File: src/rtl/decode_stage_if.sv
// rtl/decode_stage_if.sv - IF/ID, extender and ID/EX signal bundle for decode_stage
//
// Purpose: groups every non-clock signal of the decode stage.
//   slave  : the decode stage itself
//   master : the surrounding pipeline (IF/ID register, immediate extender, EX stage)
// Signals:
//   if_valid, if_instr, if_pc  IF/ID register contents
//   id_ready                   decode accepts the current instruction (0 stalls IF)
//   immsrc, imm                immediate-select and raw field to the extender
//   immext                     sign-extended immediate returned by the extender
//   ex_stall, ex_flush         EX back-pressure and taken-branch kill
//   ex_*                       registered ID/EX pipeline contents
interface decode_stage_if #(
  parameter int XLEN       = 32,
  parameter int REG_ADDR_W = 5
);
  logic                  if_valid;
  logic [31:0]           if_instr;
  logic [XLEN-1:0]       if_pc;
  logic                  id_ready;
  logic [2:0]            immsrc;
  logic [24:0]           imm;
  logic [31:0]           immext;
  logic                  ex_stall;
  logic                  ex_flush;
  logic                  ex_valid;
  logic [XLEN-1:0]       ex_pc;
  logic [REG_ADDR_W-1:0] ex_rs1;
  logic [REG_ADDR_W-1:0] ex_rs2;
  logic [REG_ADDR_W-1:0] ex_rd;
  logic [31:0]           ex_immext;
  logic                  ex_regwrite;
  logic                  ex_memread;
  logic                  ex_memwrite;
  logic                  ex_branch;
  logic                  ex_jump;
  logic                  ex_alusrc;
  logic                  ex_illegal;

  modport slave (
    input  if_valid, if_instr, if_pc, immext, ex_stall, ex_flush,
    output id_ready, immsrc, imm,
    output ex_valid, ex_pc, ex_rs1, ex_rs2, ex_rd, ex_immext,
    output ex_regwrite, ex_memread, ex_memwrite, ex_branch, ex_jump, ex_alusrc, ex_illegal
  );

  modport master (
    output if_valid, if_instr, if_pc, immext, ex_stall, ex_flush,
    input  id_ready, immsrc, imm,
    input  ex_valid, ex_pc, ex_rs1, ex_rs2, ex_rd, ex_immext,
    input  ex_regwrite, ex_memread, ex_memwrite, ex_branch, ex_jump, ex_alusrc, ex_illegal
  );
endinterface

File: src/rtl/decode_stage.sv
// rtl/decode_stage.sv - ID stage: opcode decode, load-use hazard, ID/EX register
//
// Purpose: decodes the IF/ID instruction, hands the immediate field to the
// extender, and registers fields, control and extended immediate into ID/EX.
// Handles load-use bubbles, EX stall hold and branch flush.
// Ports:
//   clk    rising-edge clock
//   rst_n  asynchronous active-low reset
//   bus    decode_stage_if.slave (IF/ID inputs, extender link, ID/EX outputs)
module decode_stage #(
  parameter int XLEN       = 32,
  parameter int REG_ADDR_W = 5
) (
  input  logic           clk,
  input  logic           rst_n,
  decode_stage_if.slave  bus
);

  localparam logic [6:0] OP_R      = 7'b0110011;
  localparam logic [6:0] OP_IMM    = 7'b0010011;
  localparam logic [6:0] OP_LOAD   = 7'b0000011;
  localparam logic [6:0] OP_JALR   = 7'b1100111;
  localparam logic [6:0] OP_STORE  = 7'b0100011;
  localparam logic [6:0] OP_BRANCH = 7'b1100011;
  localparam logic [6:0] OP_JAL    = 7'b1101111;
  localparam logic [6:0] OP_LUI    = 7'b0110111;
  localparam logic [6:0] OP_AUIPC  = 7'b0010111;

  // Control bundle order: {regwrite, memread, memwrite, branch, jump, alusrc, illegal}
  localparam int CTL_W = 7;

  logic [6:0]            w_opcode;
  logic [REG_ADDR_W-1:0] w_rs1;
  logic [REG_ADDR_W-1:0] w_rs2;
  logic [REG_ADDR_W-1:0] w_rd;
  logic [2:0]            w_immsrc;
  logic                  w_regwrite;
  logic                  w_memread;
  logic                  w_memwrite;
  logic                  w_branch;
  logic                  w_jump;
  logic                  w_alusrc;
  logic                  w_illegal;
  logic                  w_use_rs1;
  logic                  w_use_rs2;
  logic [CTL_W-1:0]      w_ctl;
  logic                  w_hazard;

  logic                  r_valid;
  logic [XLEN-1:0]       r_pc;
  logic [REG_ADDR_W-1:0] r_rs1;
  logic [REG_ADDR_W-1:0] r_rs2;
  logic [REG_ADDR_W-1:0] r_rd;
  logic [31:0]           r_immext;
  logic [CTL_W-1:0]      r_ctl;

  assign w_opcode = bus.if_instr[6:0];
  assign w_rd     = bus.if_instr[7  +: REG_ADDR_W];
  assign w_rs1    = bus.if_instr[15 +: REG_ADDR_W];
  assign w_rs2    = bus.if_instr[20 +: REG_ADDR_W];

  always_comb begin
    w_immsrc   = 3'b000;
    w_regwrite = 1'b0;
    w_memread  = 1'b0;
    w_memwrite = 1'b0;
    w_branch   = 1'b0;
    w_jump     = 1'b0;
    w_alusrc   = 1'b1;
    w_illegal  = 1'b0;
    w_use_rs1  = 1'b0;
    w_use_rs2  = 1'b0;
    case (w_opcode)
      OP_R: begin
        w_regwrite = 1'b1;
        w_alusrc   = 1'b0;
        w_use_rs1  = 1'b1;
        w_use_rs2  = 1'b1;
      end
      OP_IMM: begin
        w_regwrite = 1'b1;
        w_use_rs1  = 1'b1;
      end
      OP_LOAD: begin
        w_regwrite = 1'b1;
        w_memread  = 1'b1;
        w_use_rs1  = 1'b1;
      end
      OP_JALR: begin
        w_regwrite = 1'b1;
        w_jump     = 1'b1;
        w_use_rs1  = 1'b1;
      end
      OP_STORE: begin
        w_immsrc   = 3'b001;
        w_memwrite = 1'b1;
        w_use_rs1  = 1'b1;
        w_use_rs2  = 1'b1;
      end
      OP_BRANCH: begin
        w_immsrc   = 3'b010;
        w_branch   = 1'b1;
        w_alusrc   = 1'b0;
        w_use_rs1  = 1'b1;
        w_use_rs2  = 1'b1;
      end
      OP_JAL: begin
        w_immsrc   = 3'b011;
        w_regwrite = 1'b1;
        w_jump     = 1'b1;
      end
      OP_LUI, OP_AUIPC: begin
        w_immsrc   = 3'b100;
        w_regwrite = 1'b1;
      end
      default: w_illegal = 1'b1;
    endcase
  end

  assign w_ctl = {w_regwrite, w_memread, w_memwrite, w_branch, w_jump, w_alusrc, w_illegal};

  // A load in EX whose destination is a source this instruction actually reads.
  // x0 never creates a dependency.
  assign w_hazard = bus.if_valid && r_valid && r_ctl[5] && (r_rd != '0) &&
                    ((w_use_rs1 && (w_rs1 == r_rd)) || (w_use_rs2 && (w_rs2 == r_rd)));

  // Flush wins over stall: the killed IF/ID slot must not be held back.
  assign bus.id_ready = bus.ex_flush || (!bus.ex_stall && !w_hazard);
  assign bus.immsrc   = w_immsrc;
  assign bus.imm      = bus.if_instr[31:7];

  always_ff @(posedge clk or negedge rst_n) begin
    if (!rst_n) begin
      r_valid  <= 1'b0;
      r_pc     <= '0;
      r_rs1    <= '0;
      r_rs2    <= '0;
      r_rd     <= '0;
      r_immext <= '0;
      r_ctl    <= '0;
    end else if (bus.ex_flush) begin
      r_valid <= 1'b0;
      r_ctl   <= '0;
    end else if (bus.ex_stall) begin
      r_valid <= r_valid;
    end else if (w_hazard) begin
      // Bubble: data fields are left as-is, only valid/control matter.
      r_valid <= 1'b0;
      r_ctl   <= '0;
    end else begin
      r_valid  <= bus.if_valid;
      r_pc     <= bus.if_pc;
      r_rs1    <= w_rs1;
      r_rs2    <= w_rs2;
      r_rd     <= w_rd;
      r_immext <= bus.immext;
      r_ctl    <= bus.if_valid ? w_ctl : '0;
    end
  end

  assign bus.ex_valid    = r_valid;
  assign bus.ex_pc       = r_pc;
  assign bus.ex_rs1      = r_rs1;
  assign bus.ex_rs2      = r_rs2;
  assign bus.ex_rd       = r_rd;
  assign bus.ex_immext   = r_immext;
  assign bus.ex_regwrite = r_ctl[6];
  assign bus.ex_memread  = r_ctl[5];
  assign bus.ex_memwrite = r_ctl[4];
  assign bus.ex_branch   = r_ctl[3];
  assign bus.ex_jump     = r_ctl[2];
  assign bus.ex_alusrc   = r_ctl[1];
  assign bus.ex_illegal  = r_ctl[0];

endmodule
File: src/flat_wrapper.sv
// flat-port wrapper written by rule: the top's interface ports become plain ports
module decode_stage_flat 
#(
  parameter int XLEN       = 32,
  parameter int REG_ADDR_W = 5
)
  (clk, rst_n, bus_if_valid, bus_if_instr, bus_if_pc, bus_immext, bus_ex_stall, bus_ex_flush, bus_id_ready, bus_immsrc, bus_imm, bus_ex_valid, bus_ex_pc, bus_ex_rs1, bus_ex_rs2, bus_ex_rd, bus_ex_immext, bus_ex_regwrite, bus_ex_memread, bus_ex_memwrite, bus_ex_branch, bus_ex_jump, bus_ex_alusrc, bus_ex_illegal);
  decode_stage_if #(.XLEN(XLEN), .REG_ADDR_W(REG_ADDR_W)) bus_i ();
  input  logic clk;
  input  logic rst_n;
  input wire logic [$bits(bus_i.if_valid)-1:0] bus_if_valid;
  input wire logic [$bits(bus_i.if_instr)-1:0] bus_if_instr;
  input wire logic [$bits(bus_i.if_pc)-1:0] bus_if_pc;
  input wire logic [$bits(bus_i.immext)-1:0] bus_immext;
  input wire logic [$bits(bus_i.ex_stall)-1:0] bus_ex_stall;
  input wire logic [$bits(bus_i.ex_flush)-1:0] bus_ex_flush;
  output wire logic [$bits(bus_i.id_ready)-1:0] bus_id_ready;
  output wire logic [$bits(bus_i.immsrc)-1:0] bus_immsrc;
  output wire logic [$bits(bus_i.imm)-1:0] bus_imm;
  output wire logic [$bits(bus_i.ex_valid)-1:0] bus_ex_valid;
  output wire logic [$bits(bus_i.ex_pc)-1:0] bus_ex_pc;
  output wire logic [$bits(bus_i.ex_rs1)-1:0] bus_ex_rs1;
  output wire logic [$bits(bus_i.ex_rs2)-1:0] bus_ex_rs2;
  output wire logic [$bits(bus_i.ex_rd)-1:0] bus_ex_rd;
  output wire logic [$bits(bus_i.ex_immext)-1:0] bus_ex_immext;
  output wire logic [$bits(bus_i.ex_regwrite)-1:0] bus_ex_regwrite;
  output wire logic [$bits(bus_i.ex_memread)-1:0] bus_ex_memread;
  output wire logic [$bits(bus_i.ex_memwrite)-1:0] bus_ex_memwrite;
  output wire logic [$bits(bus_i.ex_branch)-1:0] bus_ex_branch;
  output wire logic [$bits(bus_i.ex_jump)-1:0] bus_ex_jump;
  output wire logic [$bits(bus_i.ex_alusrc)-1:0] bus_ex_alusrc;
  output wire logic [$bits(bus_i.ex_illegal)-1:0] bus_ex_illegal;
  assign bus_i.if_valid = bus_if_valid;
  assign bus_i.if_instr = bus_if_instr;
  assign bus_i.if_pc = bus_if_pc;
  assign bus_i.immext = bus_immext;
  assign bus_i.ex_stall = bus_ex_stall;
  assign bus_i.ex_flush = bus_ex_flush;
  assign bus_id_ready = bus_i.id_ready;
  assign bus_immsrc = bus_i.immsrc;
  assign bus_imm = bus_i.imm;
  assign bus_ex_valid = bus_i.ex_valid;
  assign bus_ex_pc = bus_i.ex_pc;
  assign bus_ex_rs1 = bus_i.ex_rs1;
  assign bus_ex_rs2 = bus_i.ex_rs2;
  assign bus_ex_rd = bus_i.ex_rd;
  assign bus_ex_immext = bus_i.ex_immext;
  assign bus_ex_regwrite = bus_i.ex_regwrite;
  assign bus_ex_memread = bus_i.ex_memread;
  assign bus_ex_memwrite = bus_i.ex_memwrite;
  assign bus_ex_branch = bus_i.ex_branch;
  assign bus_ex_jump = bus_i.ex_jump;
  assign bus_ex_alusrc = bus_i.ex_alusrc;
  assign bus_ex_illegal = bus_i.ex_illegal;
  decode_stage #(.XLEN(XLEN), .REG_ADDR_W(REG_ADDR_W)) u_core (.clk(clk), .rst_n(rst_n), .bus(bus_i));
endmodule
File: config.mk
export PLATFORM = sky130hd
export DESIGN_NAME = decode_stage_flat
export DESIGN_NICKNAME = d
export VERILOG_FILES = /design/src/rtl/decode_stage_if.sv /design/src/rtl/decode_stage.sv /design/src/flat_wrapper.sv
export SDC_FILE = /design/constraint.sdc
export NUM_CORES = 1
export LEC_CHECK = 0
export CORE_UTILIZATION = 43
export DETAILED_ROUTE_END_ITERATION = 8
export PLACE_DENSITY = 0.87
export SLEW_MARGIN = 20
export SYNTH_ARGS = -nofsm -noshare
export SYNTH_HDL_FRONTEND = slang
export SYNTH_SLANG_ARGS = --single-unit
File: constraint.sdc
create_clock -name clk -period 3.6 [get_ports clk]
set_input_delay 0.54 -clock clk [delete_from_list [all_inputs] [get_ports clk]]
set_output_delay 0.54 -clock clk [all_outputs]
set_load 0.005 [all_outputs]
==> results.yml <==
layout:
  drive_gt1_share_pct: 22.3
  final_cell_mix: "clkdlybuf4s50_1 (195), dfrtp_1 (87), mux2_4 (60), mux2_2 (14)"
  final_cells: 586
  final_common_cell: "clkdlybuf4s50_1"
  area_growth_pct: 50.1
  n_antenna_cell: 0
  utilization_pct: 66.7
  nets: 553
  nFillCells: 668
  seq_area_um2: 2180
  multi_input_area_um2: 1570
clock_network:
  cts_setup_buffers: 0
  clk_latency_ns: 0.35
  cts_sinks: 87
  clkTransAtPathRegs_ns: 0.10
  clockBufferDepth: 2
  numCtsBuffers: 9
  post_cts_resized: 0
  ctsHtreeMaxLevel: 3
  ctsHoldBuffers: 0
  cts_root_buf: "clkbuf_8"
  tritoncts: "done"
grt:
  grt_pass1_vias: 3082
  grt-ovfl-total: 0
  antenna_found_initial: 0
  grt_pass1_wl_um: 15600
  grt_max_degree: 66
  grt_use_total_pct: 20.1
logic_synthesis:
  ys_types: 38
  syn_inst: 276
  syn_area_per_cell_um2: 14.9
  synth_nets: 377
  netlist_area_um2: 4110
  synth_adder_area_share_pct: 0
  synth_top_family_by_area: "multiplexers"
  synth-xor-area-share_pct: 2.35
  ys_seq_elements: 87
  synth_mux_area_share_pct: 25.8
  yosysWarnings: 0
  synth_compound_area_share_pct: 4.69
  synth-seq-area-share_pct: 53.0
  synth-simple-area-share_pct: 5.21
critical_path:
  crit_fanout: 6
  start_kind: "primary input"
  critPathRequiredTime_ns: 3.06
  arrival_ns: 2.84
  end_kind: "output pin"
  critical_path_class: "in2out"
placed_design:
  globalplace.congestion: 0.856
  dp_hpwl_um: 7300
  dpl.cell_count: 570
  place_ws_ns: 0.227
  placement.io_buffers: 196
floorplan:
  die-area_um2: 9940
  core-area_um2: 9240
  rows: 35
  start_util_pct: 44.4
  die_h_um: 99.7
  ioPinCount: 217
  fp.dieW_um: 99.7
sta:
  tns_ns: 0
  hold_viol: 0
  relSlewSlack_pct: 46.1
  finalWorstSetupSlack_ns: 0.218
  finalSetupViolCount: 0
  report.final.slew_viol_count: 0
  period_minus_slack_ns: 3.38
  finalCritPeriodShare_pct: 93.9
  skew_ns: 0.0152
  max_clock_freq_mhz: 296
  grt_setup_unrepaired: "false"
  tightestPinTransition_ns: 0.809
pwr:
  power.leakage_uw: 0.00269
  power.density_nw_per_um2: 432
  peakVddDrop_v: 0.000279
route:
  wl_per_cell_um: 16.8
  drt_first_iter_violations: 62
  postRouteAntennaNets: 0
  dr.pass1.iters: 4
  viasPerCell: 4.92
  drc: 0
  wirelength_um: 9830
  vias: 2886
run:
  maxCapViolCount: 0
min_path:
  worstHoldPathType: "in2async"
run_status:
  status: "complete, no violations"
-- power by group --
group          switching, µW  leakage, µW  internal (µW)
clock network            358     0.000104            397
logic                    205      0.00155            506
registers               84.1      0.00104           1110
total                    648      0.00269           2010
-- per-layer routing --
metal / routed length, µm / part of all wire (%) / up-vias / GRT usage [%]
met5: 0 / 0 / - / 0
met4: 246 / 2.5 / 0 / 8.82
met3: 678 / 6.9 / 23 / 4.29
met2: 4920 / 50 / 158 / 35.3
met1: 3980 / 41 / 1402 / 23.8
li1: - / - / 1303 / -
-- cells in the mapped netlist (all sizes together) --
| cell type | n | area share (%) |
|---|---|---|
| dfrtp | 87 | 53 |
| mux2 | 74 | 26 |
| buf | 35 | 8.6 |
| nand2 | 13 | 1.3 |
| nor2 | 11 | 1.0 |
| xnor2 | 6 | 1.3 |
| a32o | 5 | 1.2 |
| xor2 | 5 | 1.1 |
| a21oi | 4 | 0.49 |
| nand3 | 4 | 0.49 |
| o21ai | 3 | 0.46 |
| o31ai | 3 | 0.55 |
| clkbuf | 2 | 0.18 |
| inv | 2 | 0.18 |
| nand4 | 2 | 0.30 |
| nor3 | 2 | 0.24 |
| nor4 | 2 | 0.30 |
| o22ai | 2 | 0.30 |
| a2111oi | 1 | 0.67 |
| a21o | 1 | 0.18 |
| and4 | 1 | 0.21 |
| nand3b | 1 | 0.18 |
| nor2b | 1 | 0.15 |
| nor3b | 1 | 0.18 |
| o211ai | 1 | 0.18 |
| o21bai | 1 | 0.18 |
| o32a | 1 | 0.24 |
| o41ai | 1 | 0.21 |
| or2 | 1 | 0.15 |
| or3 | 1 | 0.15 |
| or4 | 1 | 0.18 |
| or4b | 1 | 0.34 |
-- critical path: stages --
cell	delay [ns]
clkdlybuf4s50_1	0.50
nand2_2	0.11
or4b_4	0.53
a2111oi_4	0.38
o21ai_2	0.13
a21o_1	0.20
clkdlybuf4s50_1	0.44
-- state kept, by name, summed over array words and instances, names as in the netlist --
register	flops
u_core.bus.ex_rs1	5
u_core.r_ctl	7
u_core.bus.ex_rs2	5
u_core.bus.ex_immext	32
u_core.bus.ex_pc	32
u_core.bus.ex_rd	5
u_core.bus.ex_valid	1
-- layout make-up --
class	count	area share [%]
clock inverter	6	1.50
multi-input combinational	150	25.4
inverter	2	0.122
sequential	87	35.3
timing repair buffer	202	32.9
clock buffer	10	2.07
tap	129	2.62
-- cell families (layout without fill, tap and decap cells) --
kind of cell              count (synthesis)  count (layout)
DFF                                      87              87
muxes                                    74              74
and+or+nand+nor                          42              42
buffers and inverters                    39             220
AOI/OAI and AO/OA                        23              23
xor gates and xnor gates                 11              11
-- worst paths after layout --
kind,startpoint,to,slack (ns),cells after the start
max,bus_if_instr[0],bus_id_ready,0.22,7
min,rst_n,u_core.bus.ex_pc[12],0.27,1
max reg2reg,u_core.bus.ex_rd[4],u_core.bus.ex_rs1[4],1.12,7
min reg2reg,u_core.r_ctl[2],u_core.r_ctl[2],0.51,2
max in group asynchronous,rst_n,u_core.bus.ex_immext[2],2.61,2
min in group clk,u_core.r_ctl[2],u_core.r_ctl[2],0.51,2
-- metrics by stage --
step	hold slack (ns)	power [µW]	cell area [µm²]
CTS	0.293	2690	6160
floorplan	0.244	1490	4110
detailed placement	0.488	1930	5940
global route	0.332	2790	6160
finish	0.270	2660	6160
global placement	0.475	1900	5940
Note: power is estimated with default switching activity, not from simulation.
